$ cat src/rtl/decode_stage.sv
// RV32I decode stage: registered decode of one instruction per
// accepted handshake, with flush and hold-under-backpressure.
module decode_stage (
  input  logic        clk,
  input  logic        rst_n,
  input  logic        in_valid,
  output logic        in_ready,
  input  logic [31:0] in_inst,
  input  logic [31:0] in_pc,
  input  logic        flush,
  output logic        out_valid,
  input  logic        out_ready,
  output logic [5:0]  out_code,
  output logic [4:0]  out_rs1,
  output logic [4:0]  out_rs2,
  output logic [4:0]  out_rd,
  output logic [31:0] out_imm,
  output logic        out_op1_sel,
  output logic        out_op2_sel,
  output logic        out_we,
  output logic [31:0] out_pc,
  output logic        out_illegal
);

  localparam logic [5:0] ALU_ADD  = 6'd0;
  localparam logic [5:0] ALU_SUB  = 6'd1;
  localparam logic [5:0] ALU_SLL  = 6'd2;
  localparam logic [5:0] ALU_SLT  = 6'd3;
  localparam logic [5:0] ALU_SLTU = 6'd4;
  localparam logic [5:0] ALU_XOR  = 6'd5;
  localparam logic [5:0] ALU_SRL  = 6'd6;
  localparam logic [5:0] ALU_SRA  = 6'd7;
  localparam logic [5:0] ALU_OR   = 6'd8;
  localparam logic [5:0] ALU_AND  = 6'd9;
  localparam logic [5:0] ALU_LB   = 6'd10;
  localparam logic [5:0] ALU_LH   = 6'd11;
  localparam logic [5:0] ALU_LW   = 6'd12;
  localparam logic [5:0] ALU_LBU  = 6'd13;
  localparam logic [5:0] ALU_LHU  = 6'd14;
  localparam logic [5:0] ALU_SB   = 6'd15;
  localparam logic [5:0] ALU_SH   = 6'd16;
  localparam logic [5:0] ALU_SW   = 6'd17;
  localparam logic [5:0] ALU_BEQ  = 6'd18;
  localparam logic [5:0] ALU_BNE  = 6'd19;
  localparam logic [5:0] ALU_BLT  = 6'd20;
  localparam logic [5:0] ALU_BGE  = 6'd21;
  localparam logic [5:0] ALU_BLTU = 6'd22;
  localparam logic [5:0] ALU_BGEU = 6'd23;
  localparam logic [5:0] ALU_JAL  = 6'd24;
  localparam logic [5:0] ALU_JALR = 6'd25;
  localparam logic [5:0] ALU_LUI  = 6'd26;

  typedef struct packed {
    logic [5:0]  code;
    logic [4:0]  rs1;
    logic [4:0]  rs2;
    logic [4:0]  rd;
    logic [31:0] imm;
    logic        op1_sel;
    logic        op2_sel;
    logic        we;
    logic [31:0] pc;
    logic        illegal;
  } id_ex_t;

  id_ex_t d;
  id_ex_t q;
  logic   vq;
  logic   accept;

  logic [6:0]  opc;
  logic [2:0]  f3;
  logic [6:0]  f7;
  logic [31:0] imm_i, imm_s, imm_b, imm_u, imm_j;

  assign opc = in_inst[6:0];
  assign f3  = in_inst[14:12];
  assign f7  = in_inst[31:25];

  assign imm_i = {{20{in_inst[31]}}, in_inst[31:20]};
  assign imm_s = {{20{in_inst[31]}}, in_inst[31:25], in_inst[11:7]};
  assign imm_b = {{19{in_inst[31]}}, in_inst[31], in_inst[7],
                  in_inst[30:25], in_inst[11:8], 1'b0};
  assign imm_u = {in_inst[31:12], 12'h000};
  assign imm_j = {{11{in_inst[31]}}, in_inst[31], in_inst[19:12],
                  in_inst[20], in_inst[30:21], 1'b0};

  assign in_ready = !flush && (!vq || out_ready);
  assign accept   = in_valid && in_ready;

  // opcode/funct decode into the next bundle
  always_comb begin
    logic [5:0]  code;
    logic [31:0] imm;
    logic        s1, s2, wr, ill;
    code = ALU_ADD;
    imm  = 32'h0;
    s1   = 1'b0;
    s2   = 1'b0;
    wr   = 1'b0;
    ill  = 1'b0;
    unique case (1'b1)
      (opc == 7'h37): begin
        code = ALU_LUI; imm = imm_u; s2 = 1'b1; wr = 1'b1;
      end
      (opc == 7'h17): begin
        imm = imm_u; s1 = 1'b1; s2 = 1'b1; wr = 1'b1;
      end
      (opc == 7'h6f): begin
        code = ALU_JAL; imm = imm_j;
        s1 = 1'b1; s2 = 1'b1; wr = 1'b1;
      end
      (opc == 7'h67): begin
        code = ALU_JALR; imm = imm_i; s2 = 1'b1; wr = 1'b1;
        ill = (f3 != 3'd0);
      end
      (opc == 7'h63): begin
        imm = imm_b;
        unique case (f3)
          3'd0:    code = ALU_BEQ;
          3'd1:    code = ALU_BNE;
          3'd4:    code = ALU_BLT;
          3'd5:    code = ALU_BGE;
          3'd6:    code = ALU_BLTU;
          3'd7:    code = ALU_BGEU;
          default: ill = 1'b1;
        endcase
      end
      (opc == 7'h03): begin
        imm = imm_i; s2 = 1'b1; wr = 1'b1;
        unique case (f3)
          3'd0:    code = ALU_LB;
          3'd1:    code = ALU_LH;
          3'd2:    code = ALU_LW;
          3'd4:    code = ALU_LBU;
          3'd5:    code = ALU_LHU;
          default: ill = 1'b1;
        endcase
      end
      (opc == 7'h23): begin
        imm = imm_s; s2 = 1'b1;
        unique case (f3)
          3'd0:    code = ALU_SB;
          3'd1:    code = ALU_SH;
          3'd2:    code = ALU_SW;
          default: ill = 1'b1;
        endcase
      end
      (opc == 7'h13): begin
        imm = imm_i; s2 = 1'b1; wr = 1'b1;
        unique case (f3)
          3'd0: code = ALU_ADD;
          3'd1: begin
            code = ALU_SLL;
            ill  = (f7 != 7'h00);
          end
          3'd2: code = ALU_SLT;
          3'd3: code = ALU_SLTU;
          3'd4: code = ALU_XOR;
          3'd5: begin
            code = f7[5] ? ALU_SRA : ALU_SRL;
            ill  = (f7 != 7'h00) && (f7 != 7'h20);
          end
          3'd6: code = ALU_OR;
          3'd7: code = ALU_AND;
        endcase
      end
      (opc == 7'h33): begin
        wr = 1'b1;
        unique case (f3)
          3'd0: code = f7[5] ? ALU_SUB : ALU_ADD;
          3'd1: code = ALU_SLL;
          3'd2: code = ALU_SLT;
          3'd3: code = ALU_SLTU;
          3'd4: code = ALU_XOR;
          3'd5: code = f7[5] ? ALU_SRA : ALU_SRL;
          3'd6: code = ALU_OR;
          3'd7: code = ALU_AND;
        endcase
        ill = !((f7 == 7'h00) ||
                ((f7 == 7'h20) && ((f3 == 3'd0) || (f3 == 3'd5))));
      end
      (opc == 7'h0f),
      (opc == 7'h73): imm = imm_i;
      default: ill = 1'b1;
    endcase
    if (ill) begin
      code = ALU_ADD;
      s1   = 1'b0;
      s2   = 1'b0;
      wr   = 1'b0;
    end
    d         = '0;
    d.code    = code;
    d.rs1     = in_inst[19:15];
    d.rs2     = in_inst[24:20];
    d.rd      = in_inst[11:7];
    d.imm     = imm;
    d.op1_sel = s1;
    d.op2_sel = s2;
    d.we      = wr && (in_inst[11:7] != 5'd0);
    d.pc      = in_pc;
    d.illegal = ill;
  end

  // decode/execute pipeline register with flush and hold
  always_ff @(posedge clk or negedge rst_n) begin
    if (!rst_n) begin
      vq     <= 1'b0;
      q      <= '0;
      q.code <= ALU_ADD;
    end else if (flush) begin
      vq <= 1'b0;
    end else if (accept) begin
      vq <= 1'b1;
      q  <= d;
    end else if (out_ready) begin
      vq <= 1'b0;
    end
  end

  assign out_valid   = vq;
  assign out_code    = q.code;
  assign out_rs1     = q.rs1;
  assign out_rs2     = q.rs2;
  assign out_rd      = q.rd;
  assign out_imm     = q.imm;
  assign out_op1_sel = q.op1_sel;
  assign out_op2_sel = q.op2_sel;
  assign out_we      = q.we;
  assign out_pc      = q.pc;
  assign out_illegal = q.illegal;

endmodule

$ cat config.mk
export PLATFORM = sky130hd
export DESIGN_NAME = decode_stage
export DESIGN_NICKNAME = d
export VERILOG_FILES = /design/src/rtl/decode_stage.sv
export SDC_FILE = /design/constraint.sdc
export NUM_CORES = 1
export LEC_CHECK = 0
export ABC_AREA = 1
export CAP_MARGIN = 20
export CORE_MARGIN = 2
export CORE_UTILIZATION = 41
export DETAILED_ROUTE_END_ITERATION = 10
export PLACE_DENSITY = 0.84
export SLEW_MARGIN = 10
export SYNTH_ARGS = -nofsm -noshare
export SYNTH_HDL_FRONTEND = slang
export SYNTH_SLANG_ARGS = --single-unit
export TNS_END_PERCENT = 20
$ cat constraint.sdc
create_clock -name clk -period 1.15 [get_ports clk]
set_input_delay 0.23 -clock clk [delete_from_list [all_inputs] [get_ports clk]]
set_output_delay 0.23 -clock clk [all_outputs]
set_load 0.03 [all_outputs]
==> qor.csv <==
stage,metric,value,unit
global_route,grt_pass1_vias,5025,
yosys,yosysSeqAreaShare,49.4,%
hold_path,hp-class,in2async,
outcome,violations,negative setup slack,
cells_and_area,drive_above_1_share,42.8,%
yosys,synth-edff-count,0,
power_and_ir_drop,p_leak,4.39,nW
clock_network,clockRootBuffer,clkbuf_8,
placed_design,place_area,6600,µm²
setup_path,start_kind,flip-flop,
clock_network,clock-sinks,89,
yosys,netlist_instances,608,
global_route,grt_pass1_wl,24700,µm
placed_design,place_ws,-0.822,ns
cells_and_area,fillers,665,
placed_design,hpwl,10000,µm
yosys,yosys.cell_types.count,30,
cells_and_area,design_area,8400,µm²
global_route,grt.overflow.total,0,
sta,finalHoldViolations,0,
yosys,synth_common_cells,"nand2_1, dfrtp_1, nor2_1",
floorplan,io_pins,160,
cells_and_area,multi_input_area,2540,µm²
yosys,yosysMostFrequentCell,nand2_1,
sta,final.setup_skew,0.00805,ns
flow_run,maxCapViolations,0,
power_and_ir_drop,p_total,8.81,mW
cells_and_area,seq_area,2230,µm²
route,dr.pass1.iters,5,
clock_network,cts_max_path_buffers,2,
sta,max_freq,676,MHz
sta,slew_violations,0,
yosys,syn_avg_cell_area,7.42,µm²
floorplan,dieArea,11900,µm²
sta,setup_viol,137,
cells_and_area,antenna_cells,0,
setup_path,worstPathRequired,1.43,ns
setup_path,r2r-start,out_valid,
setup_path,setup.worst_path.end_class,flip-flop,
route,viasPerCell,5.40,
clock_network,clock_latency,0.36,ns
outcome,status,"finished, violations left",
floorplan,start_util,41.8,%
floorplan,die_w,109,µm
placed_design,port_buffers,158,
floorplan,die_h,109,µm
global_route,antenna_found_initial,0,
route,vias,5466,
route,post_drt_wl_per_cell,19.6,µm
setup_path,critPathArrivalTime,1.76,ns
yosys,ys_top_cells_by_area,"dfrtp_1, nand2_1, nor2_1, nand3_1, inv_1",
yosys,async_flop_share,100,%
global_route,grt_max_degree,49,
yosys,synth_top_area_cell,dfrtp_1,
setup_path,worst-r2r-setup-slack,-0.33,ns
clock_network,clk_pin_slew_worst_paths,0.09,ns
route,first_iter_violations,453,
floorplan,core,10800,µm²
yosys,synth_nets,681,
sta,layout_setup_ws,-0.330,ns
power_and_ir_drop,peakVddDrop,0.829,mV
yosys,synthFlopType,dfrtp_1,
floorplan,placementRows,38,
sta,tns,-20.78,ns
yosys,synth.cell_area,4510,µm²
power_and_ir_drop,power.density,1050,nW/µm²
setup_path,path_class,reg2reg,
clock_network,htreeDepth,3,
placed_design,gp_congestion,0.914,
setup_path,r2r_cells,10,
yosys,ys_ff_latch,89,
sta,rsz0062_at_grt,true,
global_route,grtUsageTotal,26.7,%
yosys,yosysTopAreaCellShare,49.4,%
clock_network,cts_buffers,9,
clock_network,cts_tree,done,
cells_and_area,syn_to_final_growth,86.1,%
route,finalWirelength,19900,µm
route,ant_nets,0,
sta,fin_crit_sh,129,%
cells_and_area,nNetsFinal,940,
setup_path,critical_path.reg2reg.endpoint,out_imm[29],
sta,fin_hold_ws,0.308,ns
yosys,ys_warn_count,0,
route,route.detailed.drc,0,
setup_path,crit_fanout,8,
sta,min_period,1.48,ns
[power by group]
group	internal [mW]	total, mW	switching [mW]
Combinational	1.40	3.06	1.65
Sequential	3.42	3.71	0.292
Clock	0.813	2.04	1.22
[repair_timing]
item                       4_1_cts  5_1_grt
hold buffers                     1        0
hold endpoints to repair        16        0
resized for setup              204      111
gates cloned                     8       14
setup buffers                   17        4
setup endpoints to repair      171      176
pin swaps                       42       32
[metal layers]
metal	GRT usage, %	vias up	wire (µm)
met4	8.61	0	815
met3	3.95	75	1660
met5	0	-	0
met2	45.5	340	9720
met1	35.1	2632	7680
li1	-	2419	-
[per-stage QoR]
step | cells | utilization, %
finish | 1012 | 77.8
CTS | 994 | 71.2
global placement | 954 | 61.1
detailed placement | 954 | 61.1
global route | 1012 | 77.8
floorplan | 608 | -
[area by class of cell]
| type | count | area share [%] |
|---|---|---|
| well taps | 140 | 2.09 |
| inverters | 45 | 2.34 |
| multi-input cells | 452 | 30.2 |
| clock buffers | 10 | 1.52 |
| clock inverters | 6 | 0.611 |
| flip-flops and latches | 89 | 26.5 |
| repair buffers | 270 | 36.7 |
[placed cells by master, fill, tap and decap left out, types with 12 or more instances in the layout]
cell,netlist,final
o21ai_2,8,13
nand2_1,293,216
o21ai_0,23,12
clkdlybuf4s50_1,0,53
buf_4,1,72
buf_12,1,12
dfrtp_1,89,87
buf_6,2,96
o21ai_1,7,13
nor2_1,47,35
nand2_4,4,26
nand3_1,33,23
nand2_2,2,55
inv_1,42,32
[worst max-delay path: stages, from the launching register on]
cell and delay (ns):
dfrtp_2 0.42, nand2_2 0.06, inv_2 0.05, nor2_4 0.16
nand2_8 0.14, clkinv_8 0.14, buf_6 0.12, nand2_2 0.05
nor2_1 0.12, a21oi_1 0.07, o21ai_1 0.09
[cells by family after synthesis]
| logic type | after synthesis | synth area share, % |
|---|---|---|
| AO/OA/AOI/OAI | 52 | 6.71 |
| flip-flops | 89 | 49.4 |
| adder cells (fa/ha/maj) | 4 | 1.11 |
| AND/OR/NAND/NOR | 392 | 35.7 |
| multiplexers | 1 | 0.222 |
| buffers and inverters | 69 | 6.77 |
| other | 1 | 0.0831 |
[worst max-delay path by stage]
stage	cells past startpoint	to	slack, ns	startpoint
floorplan	8	out_code[0]	-0.30	out_valid
CTS	4	in_ready	-0.23	out_valid
global placement	13	out_imm[20]	-0.79	in_inst[3]
global route	10	out_imm[29]	-0.45	out_valid
finish	10	out_imm[29]	-0.33	out_valid
detailed placement	13	out_imm[20]	-0.82	in_inst[3]
[registers in the layout (all words and copies together) (netlist names), 5 cells and up]
name,cells
out_imm,32
out_pc,32
out_code,5
out_rd,5
out_rs1,5
out_rs2,5
(Power assumes the default switching activity.)
